## config.mk

```make
export PLATFORM = sky130hd
export DESIGN_NAME = vga_timing_gen
export DESIGN_NICKNAME = d
export VERILOG_FILES = /design/src/rtl/pong_video_pkg.sv /design/src/rtl/sync_edge_det.sv /design/src/rtl/vga_timing_gen.sv
export SDC_FILE = /design/constraint.sdc
export NUM_CORES = 1
export LEC_CHECK = 0
export BUFFER_PORTS_ARGS = -buffer_cell sky130_fd_sc_hd__buf_2
export CORE_MARGIN = 10
export CORE_UTILIZATION = 51
export DETAILED_ROUTE_END_ITERATION = 16
export HOLD_SLACK_MARGIN = 0.1
export PLACE_DENSITY_LB_ADDON = 0.12
export REMOVE_ABC_BUFFERS = 1
export SLEW_MARGIN = 20
export SYNTH_ARGS = -nofsm -noshare
export SYNTH_HDL_FRONTEND = slang
export SYNTH_SLANG_ARGS = --single-unit
```

## constraint.sdc

```tcl
create_clock -name clkvga -period 2.3 [get_ports clkvga]
set_input_delay 0.23 -clock clkvga [delete_from_list [all_inputs] [get_ports clkvga]]
set_output_delay 0.23 -clock clkvga [all_outputs]
set_load 0.03 [all_outputs]
```

## src/rtl/pong_video_pkg.sv

```systemverilog
// pong_video_pkg
//   Shared constants for the Pong video path: 640x480@60 timing at a 25 MHz
//   pixel rate, the beam counter width, and the sync pin polarity values.
//   pin_level() maps an active-high sync onto a connector pin of either
//   polarity.
package pong_video_pkg;

  localparam int CNT_W = 10;

  typedef logic [CNT_W-1:0] cnt_t;

  localparam int VGA_H_ACTIVE = 640;
  localparam int VGA_H_FP     = 16;
  localparam int VGA_H_SYNC   = 96;
  localparam int VGA_H_BP     = 48;
  localparam int VGA_H_TOTAL  = VGA_H_ACTIVE + VGA_H_FP + VGA_H_SYNC + VGA_H_BP;

  localparam int VGA_V_ACTIVE = 480;
  localparam int VGA_V_FP     = 10;
  localparam int VGA_V_SYNC   = 2;
  localparam int VGA_V_BP     = 33;
  localparam int VGA_V_TOTAL  = VGA_V_ACTIVE + VGA_V_FP + VGA_V_SYNC + VGA_V_BP;

  localparam bit POL_ACTIVE_LOW  = 1'b0;
  localparam bit POL_ACTIVE_HIGH = 1'b1;

  // Pin level for an active-high sync: high when active == pol.
  function automatic logic pin_level(input logic active, input bit pol);
    return ~(active ^ pol);
  endfunction

endpackage

```

## src/rtl/sync_edge_det.sv

```systemverilog
// sync_edge_det
//   Two-flop synchroniser for an asynchronous level, followed by a
//   rising-edge detector in the destination clock domain.
// Ports:
//   clk   in   destination clock
//   rst_n in   asynchronous active-low reset
//   d     in   asynchronous level
//   rise  out  one-cycle pulse after a synchronised 0->1 transition
module sync_edge_det (
  input  logic clk,
  input  logic rst_n,
  input  logic d,
  output logic rise
);

  logic sync_p0;
  logic sync_p1;
  logic prev_p2;

  always_ff @(posedge clk or negedge rst_n) begin
    if (!rst_n) begin
      sync_p0 <= 1'b0;
      sync_p1 <= 1'b0;
      prev_p2 <= 1'b0;
    end else begin
      sync_p0 <= d;
      sync_p1 <= sync_p0;
      prev_p2 <= sync_p1;
    end
  end

  // sync_p0 -> sync_p1 is the metastability stage; edge is taken on sync_p1
  assign rise = sync_p1 & ~prev_p2;

endmodule

```

## src/rtl/vga_timing_gen.sv

```systemverilog
// vga_timing_gen
//   VGA beam timing for the Pong video path. Generates the pixel/line
//   counters, active-high hs/vs for the scan doubler, polarity-adjusted
//   connector syncs, blank and a frame_start pulse. Optional genlock
//   re-phases the frame to the source game's vsync by loading LOCK_LINE
//   into vcount at a line end.
// Ports:
//   clkvga      in   pixel clock
//   rst_n       in   asynchronous active-low reset
//   ce          in   pixel enable, counters advance only when high
//   lock_en     in   genlock enable
//   vs_src      in   source vsync, asynchronous, active-high
//   hcount      out  pixel column 0..H_TOTAL-1
//   vcount      out  line 0..V_TOTAL-1
//   hs, vs      out  active-high syncs aligned with the counters
//   hs_pin      out  hs at connector polarity HS_POL
//   vs_pin      out  vs at connector polarity VS_POL
//   blank       out  high outside the active picture
//   frame_start out  one-cycle pulse when the counters reach 0/0
//   locked      out  last genlock load matched the free-running phase
module vga_timing_gen
  import pong_video_pkg::*;
#(
  parameter int H_ACTIVE  = VGA_H_ACTIVE,
  parameter int H_FP      = VGA_H_FP,
  parameter int H_SYNC    = VGA_H_SYNC,
  parameter int H_BP      = VGA_H_BP,
  parameter int V_ACTIVE  = VGA_V_ACTIVE,
  parameter int V_FP      = VGA_V_FP,
  parameter int V_SYNC    = VGA_V_SYNC,
  parameter int V_BP      = VGA_V_BP,
  parameter int LOCK_LINE = 0,
  parameter bit HS_POL    = POL_ACTIVE_LOW,
  parameter bit VS_POL    = POL_ACTIVE_LOW
) (
  input  logic             clkvga,
  input  logic             rst_n,
  input  logic             ce,
  input  logic             lock_en,
  input  logic             vs_src,
  output logic [CNT_W-1:0] hcount,
  output logic [CNT_W-1:0] vcount,
  output logic             hs,
  output logic             vs,
  output logic             hs_pin,
  output logic             vs_pin,
  output logic             blank,
  output logic             frame_start,
  output logic             locked
);

  localparam int   H_TOTAL  = H_ACTIVE + H_FP + H_SYNC + H_BP;
  localparam int   V_TOTAL  = V_ACTIVE + V_FP + V_SYNC + V_BP;
  localparam int   HS_START = H_ACTIVE + H_FP;
  localparam int   HS_STOP  = HS_START + H_SYNC;
  localparam int   VS_START = V_ACTIVE + V_FP;
  localparam int   VS_STOP  = VS_START + V_SYNC;
  localparam cnt_t H_LAST   = cnt_t'(H_TOTAL - 1);
  localparam cnt_t V_LAST   = cnt_t'(V_TOTAL - 1);
  localparam cnt_t LOCK_V   = cnt_t'(LOCK_LINE);

  function automatic logic in_span(input cnt_t val, input int lo, input int hi);
    return (int'(val) >= lo) && (int'(val) < hi);
  endfunction

  function automatic logic outside(input cnt_t val, input int limit);
    return int'(val) >= limit;
  endfunction

  logic src_rise;
  logic req_pending;
  logic line_end;
  logic apply_lock;
  cnt_t h_nxt;
  cnt_t v_nat;
  cnt_t v_nxt;
  logic hs_nxt;
  logic vs_nxt;
  logic blank_nxt;
  logic fs_nxt;

  sync_edge_det u_vs_sync (
    .clk   (clkvga),
    .rst_n (rst_n),
    .d     (vs_src),
    .rise  (src_rise)
  );

  // Next counter values; all decode is taken from these so the registered
  // syncs and blank line up with the registered counters.
  always_comb begin
    line_end   = ce && (hcount == H_LAST);
    apply_lock = line_end && req_pending && lock_en;
    h_nxt      = line_end ? '0 : hcount + cnt_t'(1);
    v_nat      = vcount;
    if (line_end) begin
      v_nat = (vcount == V_LAST) ? '0 : vcount + cnt_t'(1);
    end
    v_nxt     = apply_lock ? LOCK_V : v_nat;
    hs_nxt    = in_span(h_nxt, HS_START, HS_STOP);
    vs_nxt    = in_span(v_nxt, VS_START, VS_STOP);
    blank_nxt = outside(h_nxt, H_ACTIVE) || outside(v_nxt, V_ACTIVE);
    fs_nxt    = (h_nxt == '0) && (v_nxt == '0);
  end

  // Beam counters and decoded outputs
  always_ff @(posedge clkvga or negedge rst_n) begin
    if (!rst_n) begin
      hcount      <= '0;
      vcount      <= '0;
      hs          <= 1'b0;
      vs          <= 1'b0;
      hs_pin      <= pin_level(1'b0, HS_POL);
      vs_pin      <= pin_level(1'b0, VS_POL);
      blank       <= 1'b0;
      frame_start <= 1'b0;
    end else if (ce) begin
      hcount      <= h_nxt;
      vcount      <= v_nxt;
      hs          <= hs_nxt;
      vs          <= vs_nxt;
      hs_pin      <= pin_level(hs_nxt, HS_POL);
      vs_pin      <= pin_level(vs_nxt, VS_POL);
      blank       <= blank_nxt;
      frame_start <= fs_nxt;
    end else begin
      frame_start <= 1'b0;
    end
  end

  // Genlock request and status. The request is sampled at a line end before
  // any edge of the same cycle is latched, so a coincident edge waits for the
  // following line end; an edge while a request is pending is absorbed.
  always_ff @(posedge clkvga or negedge rst_n) begin
    if (!rst_n) begin
      req_pending <= 1'b0;
      locked      <= 1'b0;
    end else if (!lock_en) begin
      req_pending <= 1'b0;
      locked      <= 1'b0;
    end else begin
      if (apply_lock) begin
        req_pending <= 1'b0;
        locked      <= (v_nat == LOCK_V);
      end else if (src_rise) begin
        req_pending <= 1'b1;
      end
    end
  end

endmodule

```

==> run metrics <==
yosys warns 0; startpoint types flop; status completed; dominant cell type by area after synthesis dfrtp_1; H-tree Lvls 2; upper clock frequency limit 455 MHz; root buffer cell clkbuf_8; crit-path cells ha_1, nand4_1, nor3_4, buf_4, o21ai_0, a21o_1, nand4b_1, a2111oi_2; Setup Crit Path Kind reg -> reg; number of port buffers 31; Levels on crit path 8; CP bufs+invs 1; worst vdd ir 716 uV; clock skew 3.99 ps; CTS tree yes; n_diodes 0; HP Class in -> reg; Inserted Clock Buffers 5; die width 83.2 microns; fin crit period 2200 ps; Yosys top cell area share 0.357; CP Data Required Time 2480 ps; CP max FO 6; pre-CTS setup slack 62.2 ps; sequential share of power 0.323; RePlAce Congestion 0.930; clk_lat worst skew 280 ps; Hold Crit Depth 2; most frequent cells in the layout buf_4, buf_2, dfrtp_1, nand2_1, nor2_1; DR pass1 iterations 4; DIE HEIGHT 83.2 microns; Placed Area 0.00237 sq mm; Fin Hold WS 214 ps; final hold vios 0; register area share after synthesis 0.383; Max-Cap Viols 0; via count 1,962; CP arrival 2380 ps; Routed Antenna Nets 0; commonest non-fill, non-tap cell in the layout buf_4; Initial Util 0.539; worst stage delay on the critical path 370 ps; vias in the first global route 2,023; Worst setup EP type flop; Post-synth EDFFs 0; post-synthesis async set-or-reset flop share 1.00; Max clock buf depth 2; num ports 32; die area 0.00692 sq mm; synth-to-layout area growth 25.2%; DRC errors left 0; gr ovfl total 0; overall routing resource usage 0.164; layout cells sized above 1 0.321; Rel. slew slack 0.515; Sink Count 31; DR WL/cell 16.8 microns; Post-Layout Cell Count 338; Slowest-stage cell, CP a2111oi_2; nets@finish 297; worst slew pin tran 727 ps; Inst Count DP 325; initial antenna violation count 0; clock power share 0.213; largest cells by area after synthesis dfrtp_1, o21ai_0, nand3_1; synthesized flop and latch total 31; post-route core utilization 0.675; WL final 5.69 mm; final setup fails 0; Final period util 0.956; post-layout instance area 0.00255 sq mm; Pint 1.33 mW; Switching Power 0.931 mW; post-synth cell types 57; Top delay family on crit path compound AO/OA/AOI/OAI gates; total chip power 2.26 mW; largest net degree at the start of global routing 32; P per Cell Area 887 mW/mm^2; Sw Share 0.412; fin worst setup slack 100 ps; clock transition at the registers of the reported paths 70 ps; Vias/cell 5.80; pins over their slew limit 0; post-route setup TNS 0 ps; mapped cell area 0.00203 sq mm; first-pass GRT wire length 9.72 mm; total leakage power 1.14 nW; synthesized area per cell 8.85 sq um; most used flip-flop cell after synthesis dfrtp_1; DRT iter0 DRCs 184; Worst Reg2Reg Path Length in Cells 8; hpwl dp 4.23 mm; Site Rows 22; Comb pwr share 0.464; Syn Inst Count 230; core footprint 0.00377 sq mm
-- cells in the mapped netlist, drive strengths merged, types with 2 or more instances --
| master | instances |
|---|---|
| nor2b | 2 |
| buf | 10 |
| and4 | 2 |
| xnor2 | 9 |
| dfstp | 2 |
| and2 | 2 |
| mux2i | 2 |
| nor2 | 19 |
| o21ai | 19 |
| and3 | 6 |
| o31ai | 3 |
| a2111oi | 3 |
| a22oi | 2 |
| nand2 | 21 |
| nor4 | 2 |
| a31oi | 4 |
| inv | 9 |
| nor3b | 3 |
| o2111ai | 2 |
| clkbuf | 9 |
| ha | 3 |
| o211ai | 4 |
| a21oi | 5 |
| nand3 | 17 |
| mux2 | 2 |
| xor2 | 2 |
| nand4 | 5 |
| nor3 | 10 |
| or4 | 2 |
| nand4b | 5 |
| dfrtp | 29 |
-- worst register-to-register path, stage by stage (launching register included) --
cell       delay, ps
dfrtp_1          360
ha_1             210
nand4_1          170
nor3_4           260
buf_4            180
o21ai_0          110
a21o_1           230
nand4b_1         210
a2111oi_2        370
-- sequential cells by signal, indices dropped and copies added, names as in the netlist --
register and cells:
blank 1, frame_start 1, hcount 10, hs 1
hs_pin 1, locked 1, req_pending 1, u_vs_sync.prev_p2 1
u_vs_sync.sync_p0 1, u_vs_sync.sync_p1 1, vcount 10, vs 1
vs_pin 1
-- worst paths after layout --
path | startpoint | end | slack [ps]
max | hcount[1] | frame_start | 100
min | lock_en | req_pending | 210
max reg2reg | hcount[1] | frame_start | 100
min reg2reg | u_vs_sync.sync_p0 | u_vs_sync.sync_p1 | 360
max in group asynchronous | rst_n | hcount[1] | 1300
min in group asynchronous | rst_n | vcount[5] | 540
-- what timing repair did --
item,CTS,global route
resized for setup,0,9
endpoints found under the hold margin,30,0
hold buffers,2,0
setup buffers,0,3
endpoints found under the setup margin,0,6
-- metal layers --
metal  vias up  GRT usage  part of all wire
li1        958          -                 -
met5         -          0                 0
met2        83      0.274              0.49
met4         0     0.0569             0.015
met1       909      0.195              0.44
met3        12     0.0459             0.059
-- power groups by stage --
stage | combinational (mW) | clock (mW) | sequential (mW)
after floorplan | 0.389 | 0 | 0.968
after global placement | 1.02 | 0 | 0.727
after detailed placement | 1.03 | 0 | 0.730
after CTS | 1.03 | 0.494 | 0.722
after global routing | 1.16 | 0.520 | 0.743
final | 1.05 | 0.481 | 0.729
-- logic make-up after synthesis --
| logic type | after synthesis | synth area share |
|---|---|---|
| AND/OR/NAND/NOR | 101 | 0.272 |
| flip-flops | 31 | 0.383 |
| buffers and inverters | 28 | 0.0879 |
| adder cells (fa/ha/maj) | 3 | 0.0185 |
| AO/OA/AOI/OAI | 52 | 0.170 |
| multiplexers | 4 | 0.0209 |
| XOR/XNOR | 11 | 0.0474 |
-- area by class of cell --
type                    count  area (sq um)
fillers                   313          1220
multi-input cells         171          1110
flip-flops and latches     31           778
repair buffers             71           464
clock buffers               8           100
well taps                  48          60.1
inverters                   9          33.8
(Power assumes the default switching activity.)
